### src/rtl/fp_add_seq.sv
// Control sequencer for a floating-point adder: walks align/add/normalize/round
// steps, tracks the result exponent and hands the result off with valid/ready.
module fp_add_seq #(
   parameter int ALIGN_MAX = 27
) (
   input  logic       clk,
   input  logic       reset,
   input  logic       in_valid,
   output logic       in_ready,
   input  logic [7:0] exp1,
   input  logic [7:0] exp2,
   output logic       ld_ops,
   output logic       swap,
   output logic [1:0] n_concat,
   output logic       align_en,
   output logic       add_en,
   input  logic       carry,
   input  logic       msb,
   input  logic       sum_zero,
   output logic       norm_r_en,
   output logic       norm_l_en,
   output logic       round_en,
   output logic [7:0] exp_res,
   output logic       ovf,
   output logic       out_valid,
   input  logic       out_ready
);

   typedef enum logic [2:0] {
      S_IDLE  = 3'd0,
      S_ALIGN = 3'd1,
      S_ADD   = 3'd2,
      S_NORM  = 3'd3,
      S_ROUND = 3'd4,
      S_POSTR = 3'd5,
      S_DONE  = 3'd6
   } state_t;

   localparam logic [7:0] ALIGN_SAT = (ALIGN_MAX > 255) ? 8'hFF : 8'(ALIGN_MAX);

   state_t     r_state, w_state_nx;
   logic [7:0] r_exp_res, w_exp_nx;
   logic [7:0] r_count, w_count_nx;
   logic       r_swap, w_swap_nx;
   logic [1:0] r_n_concat, w_nc_nx;

   logic [7:0] w_e1, w_e2, w_diff, w_exp_inc;
   logic       w_swap_in;

   // Denormals behave as exponent 1 for alignment purposes.
   assign w_e1      = (exp1 == 8'h00) ? 8'h01 : exp1;
   assign w_e2      = (exp2 == 8'h00) ? 8'h01 : exp2;
   assign w_swap_in = (w_e2 > w_e1);
   assign w_diff    = w_swap_in ? (w_e2 - w_e1) : (w_e1 - w_e2);
   assign w_exp_inc = (r_exp_res == 8'hFF) ? 8'hFF : (r_exp_res + 8'h01);

   assign swap     = r_swap;
   assign n_concat = r_n_concat;
   assign exp_res  = r_exp_res;
   assign ovf      = (r_exp_res == 8'hFF);

   always_ff @(posedge clk) begin
      if (reset) begin
         r_state    <= S_IDLE;
         r_exp_res  <= 8'h00;
         r_count    <= 8'h00;
         r_swap     <= 1'b0;
         r_n_concat <= 2'b00;
      end else begin
         r_state    <= w_state_nx;
         r_exp_res  <= w_exp_nx;
         r_count    <= w_count_nx;
         r_swap     <= w_swap_nx;
         r_n_concat <= w_nc_nx;
      end
   end

   always_comb begin
      w_state_nx = r_state;
      w_exp_nx   = r_exp_res;
      w_count_nx = r_count;
      w_swap_nx  = r_swap;
      w_nc_nx    = r_n_concat;
      in_ready   = 1'b0;
      ld_ops     = 1'b0;
      align_en   = 1'b0;
      add_en     = 1'b0;
      norm_r_en  = 1'b0;
      norm_l_en  = 1'b0;
      round_en   = 1'b0;
      out_valid  = 1'b0;

      case (r_state)
         S_IDLE: begin
            in_ready = 1'b1;
            if (in_valid) begin
               ld_ops     = 1'b1;
               w_swap_nx  = w_swap_in;
               w_nc_nx    = {(exp1 == 8'h00), (exp2 == 8'h00)};
               w_exp_nx   = w_swap_in ? w_e2 : w_e1;
               w_count_nx = (w_diff > ALIGN_SAT) ? ALIGN_SAT : w_diff;
               w_state_nx = (w_count_nx != 8'h00) ? S_ALIGN : S_ADD;
            end
         end
         S_ALIGN: begin
            align_en   = 1'b1;
            w_count_nx = r_count - 8'h01;
            if (r_count <= 8'h01) w_state_nx = S_ADD;
         end
         S_ADD: begin
            add_en     = 1'b1;
            w_state_nx = S_NORM;
         end
         S_NORM: begin
            if (carry) begin
               norm_r_en  = 1'b1;
               w_exp_nx   = w_exp_inc;
               w_state_nx = S_ROUND;
            end else if (sum_zero) begin
               w_exp_nx   = 8'h00;
               w_state_nx = S_ROUND;
            end else if (!msb) begin
               // Left shifts stop at exponent 1; below that the result is denormal.
               if (r_exp_res > 8'h01) begin
                  norm_l_en = 1'b1;
                  w_exp_nx  = r_exp_res - 8'h01;
               end else begin
                  w_exp_nx   = 8'h00;
                  w_state_nx = S_ROUND;
               end
            end else begin
               w_state_nx = S_ROUND;
            end
         end
         S_ROUND: begin
            round_en   = 1'b1;
            w_state_nx = S_POSTR;
         end
         S_POSTR: begin
            if (carry) begin
               norm_r_en = 1'b1;
               w_exp_nx  = w_exp_inc;
            end else if ((r_exp_res == 8'h00) && msb) begin
               w_exp_nx = 8'h01;
            end
            w_state_nx = S_DONE;
         end
         S_DONE: begin
            out_valid = 1'b1;
            if (out_ready) w_state_nx = S_IDLE;
         end
         default: w_state_nx = S_IDLE;
      endcase

      if (reset) begin
         in_ready  = 1'b0;
         ld_ops    = 1'b0;
         align_en  = 1'b0;
         add_en    = 1'b0;
         norm_r_en = 1'b0;
         norm_l_en = 1'b0;
         round_en  = 1'b0;
         out_valid = 1'b0;
      end
   end

endmodule

### config.mk
export PLATFORM = sky130hd
export DESIGN_NAME = fp_add_seq
export DESIGN_NICKNAME = d
export VERILOG_FILES = /design/src/rtl/fp_add_seq.sv
export SDC_FILE = /design/constraint.sdc
export NUM_CORES = 1
export LEC_CHECK = 0
export ABC_CLOCK_PERIOD_IN_PS = 4400
export CAP_MARGIN = 5
export CORE_MARGIN = 1.5
export CORE_UTILIZATION = 55
export DETAILED_ROUTE_END_ITERATION = 12
export GPL_TIMING_DRIVEN = 0
export PLACE_DENSITY = 0.82
export SYNTH_ARGS = -nofsm -noshare
export SYNTH_HDL_FRONTEND = slang
export SYNTH_SLANG_ARGS = --single-unit
export TNS_END_PERCENT = 30
### constraint.sdc
create_clock -name clk -period 4.4 [get_ports clk]
set_clock_uncertainty 0.05 [all_clocks]
set_input_delay 0.66 -clock clk [delete_from_list [all_inputs] [get_ports clk]]
set_output_delay 0.66 -clock clk [all_outputs]
set_load 0.02 [all_outputs]
==> metrics.md <==
| Metric | Value |
|---|---|
| Post-place setup slack | `-70.5 ps` |
| Final design utilization | `68.2%` |
| Largest delay contributor family on the critical path | `simple AND/OR/NAND/NOR gates` |
| Cell at the slowest stage of the critical path | `clkdlybuf4s50_1` |
| Pwr dens | `403 nW/um^2` |
| H-tree depth | `1` |
| Slew Limit Fails | `0` |
| Die H | `72.4 um` |
| Root buffer cell | `clkbuf_8` |
| Syn Nets | `414` |
| HPWL reported at the end of detailed placement | `5470 um` |
| Starting Density | `56.5%` |
| List of cells traversed by the critical path | `clkdlybuf4s50_1 > or4_1 > nor2_1 > nor2_1 > inv_1 > ha_1 > inv_1 > fa_1 > a31oi_4 > o21ai_1 > mux2_2 > a22oi_2 > o2111ai_1 > nor4b_1 > o21ai_1` |
| Top FF cell, synth | `dfxtp_1` |
| Mapped cell area | `2650 um^2` |
| Clock sink total | `22` |
| Relative max-transition margin | `29.7%` |
| Setup violation total in the final timing report | `0` |
| Antenna cells | `0` |
| Worst EP required | `4510 ps` |
| Critical path peak fanout | `6` |
| DRC Markers | `0` |
| Vias in the first global route | `2471` |
| Placement row count | `25` |
| Number of antenna-violating nets in the routed design | `0` |
| Post-synthesis cell type count | `61` |
| Clock latency on the worst-skew pair | `270 ps` |
| Classification of the worst setup path | `in2reg` |
| Wire length per cell | `14.9 um` |
| Async SR Flop Fraction | `0%` |
| Final Routed Wirelength | `6980 um` |
| Mapped Cells | `368` |
| Final-layout fill cell count | `430` |
| Maximum number of pins on one net before global-route repair | `14` |
| Setup crit end kind | `flip-flop` |
| Average cell area after synthesis | `7.21 um^2` |
| Area enclosed by the die boundary | `5250 um^2` |
| Hold-fix buffer count after cts | `0` |
| Number of nets at the end of the flow | `460` |
| Drt via density | `5.94` |
| Status | `completed` |
| Die width | `72.4 um` |
| Number of vias in the routed layout | `2773` |
| Max_cap viols | `0` |
| Actual transition at the worst max-transition pin | `1040 ps` |
| Clock buffers created by TritonCTS | `3` |
| Yosys warning count | `0` |
| Worst Hold Slack | `411 ps` |
| Clock tree from TritonCTS | `yes` |
| Data arrival time of the critical path | `4280 ps` |
| Total power | `1290 uW` |
| Setup bufs post-CTS | `0` |
| Clock buffer depth | `2` |
| Layout cell share with drive strength beyond 1 | `7.51%` |
| Unrepaired setup endpoints after global routing | `no` |
| Number of port buffers | `41` |
| Number of primary I/O pins | `43` |
| Crit Reg-Reg Startpoint | `exp_res[0]` |
| Hold violation total from the final report | `0` |
| Post-cts resize count | `0` |
| Worst setup slack after layout | `226 ps` |
| Initial antenna violation count | `0` |
| Number of enable flip-flop cells after synthesis | `0` |
| Fin crit share | `94.9%` |
| Overall Global Routing Usage | `27.0%` |
| First-pass GRT wire length | `11300 um` |
| Core area | `4690 um^2` |
| Buf+Inv Stages, Crit Path | `3` |
| Minimum clock period | `4170 ps` |
| Lkg Pwr | `0.00127 uW` |
| Top library cells by usage in the layout, fill and taps aside | `clkdlybuf4s50_1 (41), nor2_1 (38), a21oi_1 (33)` |
| Register bit total from synthesis | `22` |
| Routability congestion estimate from global placement | `0.945` |
| Area added between synthesis and finish | `20.7%` |
| Fmax achieved | `0.240 GHz` |
| Worst stage delay on the critical path | `550 ps` |
| Worst vdd ir | `0.326 mV` |
| Min-Delay Path Class | `reg2reg` |
| GRT overflow | `0` |
| Fraction of the yosys area taken by sequential cells | `16.6%` |
| Reg clk slew, reported paths | `90 ps` |
| DP Area | `3130 um^2` |
| Initial drt markers | `143` |
| Router iterations before antenna repair | `5` |
| Start point of the worst min-delay path | `swap` |
| Critical path launch point | `exp1[3]` |
| Area of all placed cells without fillers | `3200 um^2` |
| Critical path startpoint category | `input port` |
| Leading cell type in the layout, fill and taps excluded | `clkdlybuf4s50_1` |
[final cells by class]
type / instances / area (um^2) / share of cell area, %
repair buffers: 41 / 410 / 12.8
plain buffers: 32 / 146 / 4.57
flip-flops and latches: 22 / 440 / 13.8
well taps: 54 / 67.6 / 2.11
multi-input cells: 289 / 1970 / 61.6
clock buffers: 3 / 41.3 / 1.29
clock inverters: 1 / 30.0 / 0.938
inverters: 25 / 93.8 / 2.93
[final timing paths]
kind | endpoint | slack, ps | depth (start not counted)
worst min-delay path | swap | 410 | 2
worst max register to register | exp_res[3] | 1780 | 8
worst max-delay path | r_state[0] | 230 | 15
worst min register to register | swap | 410 | 2
[cell families (layout without fill, tap and decap cells)]
kind of cell             after synthesis  in the layout  synth area share [%]
AND/OR/NAND/NOR                      127            127                  24.0
AO/OA/AOI/OAI                        109            109                  28.0
buffers and inverters                 57            102                  9.06
adder cells (fa/ha/maj)               23             23                  11.4
XOR/XNOR                              22             22                  7.83
flip-flops                            22             22                  16.6
multiplexers                           8              8                  3.11
[synthesized netlist by cell type (all sizes together), types with 6 or more instances]
library cell,n,area share [%]
a211oi,7,2.0
a21oi,33,6.2
a31oi,6,2.0
buf,11,2.5
clkbuf,21,3.0
dfxtp,22,17
ha,21,9.9
inv,25,3.5
mux2i,6,2.3
nand2,32,4.5
nand3,7,1.5
nor2,40,5.8
nor3,10,1.9
nor4,6,1.7
o21ai,29,5.6
xnor2,13,4.9
xor2,9,3.0
[worst reg2reg max path: cells and delay by family, from the launching register on]
kind / cells / cell delay [ps]
fa+ha+maj: 1 / 250
compound gates: 4 / 1030
buf+inv: 2 / 390
flops: 1 / 510
simple gates: 1 / 310
[report_power, final]
group,internal [uW],switching [uW],leakage [uW]
Clock,122,70.8,0.0000357
Combinational,335,443,0.00105
Sequential,255,64.8,0.000181
[per-stage QoR]
stage	setup TNS [ps]	instances
after global placement	-115	463
after detailed placement	-70.5	463
after global routing	0	467
after floorplan	0	368
after CTS	0	467
final	0	467
[routing by layer]
layer | part of all wire [%] | vias up | track usage, % | wire length (um)
met5 | 0 | - | 0 | 0
met4 | 1.1 | 0 | 5.87 | 75
met3 | 4.0 | 6 | 3.33 | 276
met2 | 48 | 81 | 46.3 | 3340
met1 | 47 | 1292 | 36.2 | 3290
li1 | - | 1394 | - | -
[sequential cells by signal (all words and copies together), names as in the netlist]
register	count
n_concat	2
r_count	8
r_state	3
swap	1
exp_res	8
Note: power is estimated with default switching activity, not from simulation.
